===== src/rtl/pong_game_ctrl.sv =====
// Pong game sequencer: runs the IDLE/SERVE/PLAY/PAUSE/OVER flow, owns game_state,
// and clears the ball block at the start of each game.
module pong_game_ctrl #(
  parameter int unsigned SERVE_MS  = 1000,
  parameter int unsigned WIN_SCORE = 7
) (
  input  logic       clk,
  input  logic       reset,
  input  logic       tick_1ms,
  input  logic       btn_start,
  input  logic       btn_pause,
  input  logic [3:0] p1_score,
  input  logic [3:0] p2_score,
  output logic [1:0] game_state,
  output logic       ball_rst_n,
  output logic [1:0] winner,
  output logic       serving
);

  localparam logic [10:0] SERVE_LOAD = 11'(SERVE_MS);
  localparam logic [3:0]  WIN_LIM    = 4'(WIN_SCORE);

  typedef enum logic [2:0] {
    ST_IDLE  = 3'd0,
    ST_SERVE = 3'd1,
    ST_PLAY  = 3'd2,
    ST_PAUSE = 3'd3,
    ST_OVER  = 3'd4
  } state_e;

  state_e      state_q, state_d;
  logic [10:0] serve_cnt_q, serve_cnt_d;
  logic [1:0]  winner_q, winner_d;
  logic        ball_rst_n_q, ball_rst_n_d;
  logic [1:0]  game_state_q, game_state_d;
  logic        serving_q, serving_d;
  logic        start_q, pause_q;
  logic [3:0]  p1_q, p2_q;

  logic start_edge, pause_edge, p1_chg, p2_chg;

  assign start_edge = btn_start & ~start_q;
  assign pause_edge = btn_pause & ~pause_q;
  assign p1_chg     = (p1_score != p1_q);
  assign p2_chg     = (p2_score != p2_q);

  // Button history resets high so a button held through reset never fires.
  always_ff @(posedge clk) begin
    if (reset) begin
      state_q      <= ST_IDLE;
      serve_cnt_q  <= 11'd0;
      winner_q     <= 2'b00;
      ball_rst_n_q <= 1'b0;
      game_state_q <= 2'b00;
      serving_q    <= 1'b0;
      start_q      <= 1'b1;
      pause_q      <= 1'b1;
      p1_q         <= 4'd0;
      p2_q         <= 4'd0;
    end else begin
      state_q      <= state_d;
      serve_cnt_q  <= serve_cnt_d;
      winner_q     <= winner_d;
      ball_rst_n_q <= ball_rst_n_d;
      game_state_q <= game_state_d;
      serving_q    <= serving_d;
      start_q      <= btn_start;
      pause_q      <= btn_pause;
      p1_q         <= p1_score;
      p2_q         <= p2_score;
    end
  end

  always_comb begin
    state_d      = state_q;
    serve_cnt_d  = serve_cnt_q;
    winner_d     = winner_q;
    ball_rst_n_d = ball_rst_n_q;
    case (state_q)
      ST_IDLE, ST_OVER: begin
        if (start_edge) begin
          state_d      = ST_SERVE;
          serve_cnt_d  = SERVE_LOAD;
          winner_d     = 2'b00;
          ball_rst_n_d = 1'b0;
        end else begin
          ball_rst_n_d = 1'b1;
        end
      end
      ST_SERVE: begin
        // The first tick seen here also releases the ball-block clear.
        if (tick_1ms) begin
          serve_cnt_d  = serve_cnt_q - 11'd1;
          ball_rst_n_d = 1'b1;
          if (serve_cnt_q == 11'd1) begin
            state_d = ST_PLAY;
          end else begin
            state_d = ST_SERVE;
          end
        end else begin
          serve_cnt_d = serve_cnt_q;
        end
      end
      ST_PLAY: begin
        if (p1_chg && (p1_score >= WIN_LIM)) begin
          state_d  = ST_OVER;
          winner_d = 2'b01;
        end else if (p2_chg && (p2_score >= WIN_LIM)) begin
          state_d  = ST_OVER;
          winner_d = 2'b10;
        end else if (p1_chg || p2_chg) begin
          state_d     = ST_SERVE;
          serve_cnt_d = SERVE_LOAD;
        end else if (pause_edge) begin
          state_d = ST_PAUSE;
        end else begin
          state_d = ST_PLAY;
        end
      end
      ST_PAUSE: begin
        if (pause_edge) begin
          state_d = ST_PLAY;
        end else begin
          state_d = ST_PAUSE;
        end
      end
      default: begin
        state_d = ST_IDLE;
      end
    endcase
  end

  always_comb begin
    game_state_d = 2'b00;
    serving_d    = 1'b0;
    case (state_d)
      ST_IDLE:  game_state_d = 2'b00;
      ST_PLAY:  game_state_d = 2'b01;
      ST_SERVE: begin
        game_state_d = 2'b10;
        serving_d    = 1'b1;
      end
      ST_PAUSE: game_state_d = 2'b10;
      ST_OVER:  game_state_d = 2'b11;
      default:  game_state_d = 2'b00;
    endcase
  end

  assign game_state = game_state_q;
  assign ball_rst_n = ball_rst_n_q;
  assign winner     = winner_q;
  assign serving    = serving_q;

endmodule


===== config.mk =====
export PLATFORM = sky130hd
export DESIGN_NAME = pong_game_ctrl
export DESIGN_NICKNAME = d
export VERILOG_FILES = /design/src/rtl/pong_game_ctrl.sv
export SDC_FILE = /design/constraint.sdc
export NUM_CORES = 1
export LEC_CHECK = 0
export BUFFER_PORTS_ARGS = -buffer_cell sky130_fd_sc_hd__buf_2
export CELL_PAD_IN_SITES_DETAIL_PLACEMENT = 0
export CELL_PAD_IN_SITES_GLOBAL_PLACEMENT = 1
export CORE_ASPECT_RATIO = 1.4
export CORE_UTILIZATION = 47
export DETAILED_ROUTE_END_ITERATION = 8
export PLACE_DENSITY = 0.88
export SKIP_LAST_GASP = 1
export SLEW_MARGIN = 20
export SYNTH_ARGS = -nofsm -noshare
export SYNTH_HDL_FRONTEND = slang
export SYNTH_SLANG_ARGS = --single-unit

===== constraint.sdc =====
create_clock -name clk -period 3.75 [get_ports clk]
set_input_delay 0.1875 -clock clk [delete_from_list [all_inputs] [get_ports clk]]
set_output_delay 0.1875 -clock clk [all_outputs]
set_load 0.005 [all_outputs]

# Yosys cells after proc, flatten, opt, wreduce, memory -nomap -nowiden
# Cells that the tools add are included.
dict set report word_totals {
  regBits 30
  out_inout_bits 6
  inputBits 13
}
dict set report classes {
  eq_ne 17
  n_reduce_logical 12
  bitwise 4
  muxes 24
  order_cmp 2
  add_sub_neg 1
}
# cell n
set op_table {}
lappend op_table {{$mux 11} 5}
lappend op_table {{$pmux 11 s3} 1}
lappend op_table {{$eq 3x2->1 const B} 4}
lappend op_table {{$mux 3} 4}
lappend op_table {{$pmux 3 s4} 1}
lappend op_table {{$eq 11x1->1 const B} 1}
lappend op_table {{$sub 11x1->11 const B} 1}
lappend op_table {{$mux 2} 5}
lappend op_table {{$ne 2x2->1 const B} 5}
lappend op_table {{$ge 4x3->1 const B} 2}
lappend op_table {{$ne 4x4->1} 2}
lappend op_table {{$eq 3x1->1 const B} 2}
lappend op_table {{$eq 3x3->1 const B} 2}
lappend op_table {{$pmux 2 s3} 1}
lappend op_table {{$reduce_and 6->1} 1}
lappend op_table {{$mux 1} 5}
lappend op_table {{$pmux 2 s2} 1}
lappend op_table {{$reduce_bool 2->1} 2}
lappend op_table {{$reduce_or 2->1} 2}
lappend op_table {{$logic_not 3->1} 1}
lappend op_table {{$ne 3x3->1 const B} 1}
lappend op_table {{$reduce_and 3->1} 1}
lappend op_table {{$reduce_bool 3->1} 1}
lappend op_table {{$and 1x1->1} 2}
lappend op_table {{5 further kinds} 7}

# Longest topological paths before layout
dict set report logic_depth {
  depth_word 10
  depth_mapped 7
}

# Least setup slack after synthesis
# No wires, ideal clock.
dict set report synth_timing {
  kind {register -> register}
  start {register serve_cnt_q[0]}
  end {register serve_cnt_q[8]}
  path_buffers 0
  setup_slack_ns 2.100
  arrival_ns 1.523
  path_stages_with_launch 8
  synth_period_minus_slack_ns 1.650
  setup_ns 0.126
  required_time_ns 3.624
  cell_sequence {dfxtp_1 > inv_1 > ha_1 > nor4b_4 > nand2_2 > or4_1 > o311ai_1 > a21oi_1}
}
dict set report synth_between {
  elab_chain_len 3
}
# element line
set synth_lines {}
lappend synth_lines {{from (decl)} 32} ;# logic [10:0] serve_cnt_q, serve_cnt_d;
lappend synth_lines {{from (signal assigned)} 62} ;# serve_cnt_q <= serve_cnt_d;
lappend synth_lines {{$sub 11x1->11} 93} ;# serve_cnt_d = serve_cnt_q - 11'd1;
lappend synth_lines {{$mux 11} 92} ;# if (tick_1ms) begin
lappend synth_lines {{$pmux 11 s3} 79} ;# case (state_q)
# Every way passes these cells. The select of a mux whose other input is x is not followed.
# A chain may end at the register's enable or synchronous reset.

# Final worst setup path
# Ends and elaborated chain as after synthesis.

==> key figures <==
Outcome
  – Status: finished clean

Clock network
  – CTS Sinks: 30
  – Clock Latency Late Sink: about 280 ps
  – Num CTS Buffers: 5
  – Post_cts resized: 0
  – CTS Hold Bufs: 0
  – CTS Buffer Depth: 2
  – CTS Root Cell: clkbuf_8
  – Number of setup buffers added after CTS: 0
  – CTS tree: done
  – Reg clk slew, reported paths: 60 ps
  – CTS H-Tree Depth: 2

Layout
  – Layout cells sized above 1: 25.52%
  – Diode count: 0
  – Util after Layout: 57.40%
  – Fillers: 302
  – Layout area overhead: 13.91%
  – Leading cell type in the layout, fill and taps excluded: dfxtp_1
  – Commonest cells after routing, fill and taps aside: dfxtp_1, buf_2, nor2_1
  – Final instance area: 1844 µm²
  – Nets@finish: between 200 and 250

STA
  – Relative slew slack: 62.46%
  – Fmax: 0.5473 GHz
  – Fin. Hold Viols: 0
  – Slew Viols, Final: 0
  – Final TNS setup: 0 ps
  – Final period utilization: 48.73%
  – Min Tclk post-route: roughly 1800 ps
  – Clk_skew: around 2.0 ps
  – Slew @ Worst Pin: between 500 and 600 ps
  – Final setup viols: 0
  – RSZ-0062 raised after global routing: no

Pwr
  – P per Cell Area: 426.2 nW/µm²
  – Leak Pwr: 0.6956 nW
  – VDD IR max: 0.3311 mV

Die
  – Starting Density: between 50% and 60%
  – Core ar.: ~3200 µm²
  – # rows: 24
  – Die area: approximately 3700 µm²
  – Boundary Pins: 19
  – Die Ht: between 70 and 80 µm
  – Die Width: approximately 52 µm

Global routing
  – Antenna violations before repair: 0
  – First-pass GRT wire length: approximately 6100 µm
  – Total grt overflow: 0
  – GRT Total Usage: 22.34%
  – Largest net degree at the start of global routing: 28
  – Vias in the first global route: around 1.4k

Synthesis
  – FF+latch count, synth: 30
  – Synthesized cell area: between 1500 and 2000 µm²
  – Top post-synthesis cells by area: dfxtp_1, xnor2_1, nor2b_1
  – Number of synthesized flops with an enable pin: 0
  – Post-Syn Area per Cell: 9.468 µm²
  – Ys async rst share: 0%
  – Synth cell types: 56
  – Net count after synthesis: approximately 190
  – Synth warn: 0
  – Prevailing post-synth register cell: dfxtp_1
  – Yosys top cell by area: dfxtp_1
  – Top-area cell type share of the netlist area: a little under two fifths
  – Syn Inst Count: 171
  – Seq/Total Area, Yosys: 37.09%

Job
  – Max-cap violations: 0

Min path
  – Worst Hold Class: in -> reg
  – Hold Startpoint: btn_start
  – Hold Crit Depth: 2
  – Hold worst-path end: start_q

Placed design
  – Placed instance area: 1734 µm²
  – Dpl hpwl: 2585 µm
  – Port bufs: 18
  – GPL Wtd Cong: 0.9156

Setup path
  – Crit-path cells: inv_1 > ha_1 > nor4b_4 > nand2_2 > or4_1 > o311ai_1 > a21oi_1
  – Crit path max fanout: 5
  – Reg2reg start: serve_cnt_q[0]
  – Crit Path Category: reg -> reg
  – Slowest stage cell on the critical path: or4_1
  – Top Family by Delay on Critical Path: simple AND/OR/NAND/NOR gates
  – Delay of the slowest critical-path stage: about 430 ps
  – FF-to-FF End: serve_cnt_q[8]
  – Reg2reg path depth: 7
  – Worst Path Required: 3910 ps
  – Worst path buffer plus inverter count: 1
  – R2R setup slack: about 1900 ps
  – Arr. time, crit path: slightly below 2000 ps
  – CP endpoint kind: register
  – Crit start category: register

Drt
  – Total number of vias: 1358
  – Drt via density: 5.879
  – Drt wl/cell: 14.74 µm
  – DR iter-0 viols: 45
  – Aggregate routed wire length: 3406 µm
  – First-pass DRT Iterations: 4
  – ANT nets after route: 0
  – DRC: 0
==> cells by family after synthesis <==
| group | count (synthesis) | synth area share (%) |
|---|---|---|
| AO/OA/AOI/OAI | 44 | 24.73 |
| XOR/XNOR | 8 | 4.328 |
| adder cells (fa/ha/maj) | 2 | 1.545 |
| buffers and inverters | 16 | 4.018 |
| flip-flops | 30 | 37.09 |
| multiplexers | 1 | 0.9271 |
| AND/OR/NAND/NOR | 70 | 27.36 |
==> cell type report <==
class | count | area, µm² | share of cell area (%)
tap | 39 | 48.80 | 2.646
clock inverter | 2 | 37.54 | 2.035
multi-input combinational | 125 | 953.4 | 51.70
clock buffer | 6 | 72.57 | 3.935
inverter | 11 | 41.29 | 2.239
timing repair buffer | 18 | 90.09 | 4.885
sequential | 30 | 600.6 | 32.56
==> synth_stat cells, drive strengths merged (2+ instances only) <==
master / n
and4: 2
nand2b: 5
a41oi: 2
inv: 11
nand4: 3
nand3: 4
o41ai: 2
ha: 2
o311ai: 2
or2: 3
a2111oi: 2
nor4b: 3
a211oi: 4
nand2: 6
clkbuf: 3
o31ai: 3
a21oi: 11
and2b: 2
xnor2: 8
buf: 2
a31oi: 5
o22a: 2
dfxtp: 30
o21a: 3
nor2: 13
or4: 2
and3: 3
nor3b: 2
nor3: 10
nor2b: 9
==> report_power, final <==
part / internal, mW / switching (mW)
sequential: 0.335 / 0.0165
clock: 0.198 / 0.121
combinational: 0.0498 / 0.0665
total: 0.582 / 0.204
==> layer usage <==
metal / GRT usage, % / wire length [µm] / vias up / share of wire, %
li1: - / - / 675 / -
met1: 23.41 / 1417 / 652 / 42
met2: 39.25 / 1827 / 24 / 54
met3: 4.459 / 82 / 7 / 2.4
met4: 14.41 / 79 / 0 / 2.3
met5: 0 / 0 / - / 0
==> registers in the layout (all words and copies together) (netlist names), 2 cells and up <==
register	flops
winner	2
p1_q	4
serve_cnt_q	11
game_state	2
state_q	3
p2_q	4
==> stage by stage <==
step	hold slack, ps	instances	power, mW	setup WS (ps)
2_1_floorplan	294.1	171	0.4429	2100
3_3_place_gp	392.1	223	0.4704	2027
3_5_place_dp	394.9	223	0.4745	1943
4_1_cts	99.52	231	0.7937	1927
5_1_grt	108.8	231	0.8197	1789
6_report	102.2	231	0.7860	1923
==> worst max-delay path by stage <==
| stage | startpoint | endpoint | slack [ps] | cells after the start |
|---|---|---|---|---|
| 2_1_floorplan | serve_cnt_q[0] | serve_cnt_q[8] | 2100 | 7 |
| 3_3_place_gp | serve_cnt_q[0] | serve_cnt_q[8] | 2030 | 7 |
| 3_5_place_dp | serve_cnt_q[0] | serve_cnt_q[8] | 1940 | 7 |
| 4_1_cts | serve_cnt_q[0] | serve_cnt_q[8] | 1930 | 7 |
| 5_1_grt | serve_cnt_q[0] | serve_cnt_q[8] | 1790 | 7 |
| 6_report | serve_cnt_q[0] | serve_cnt_q[8] | 1920 | 7 |
(Power assumes the default switching activity.)
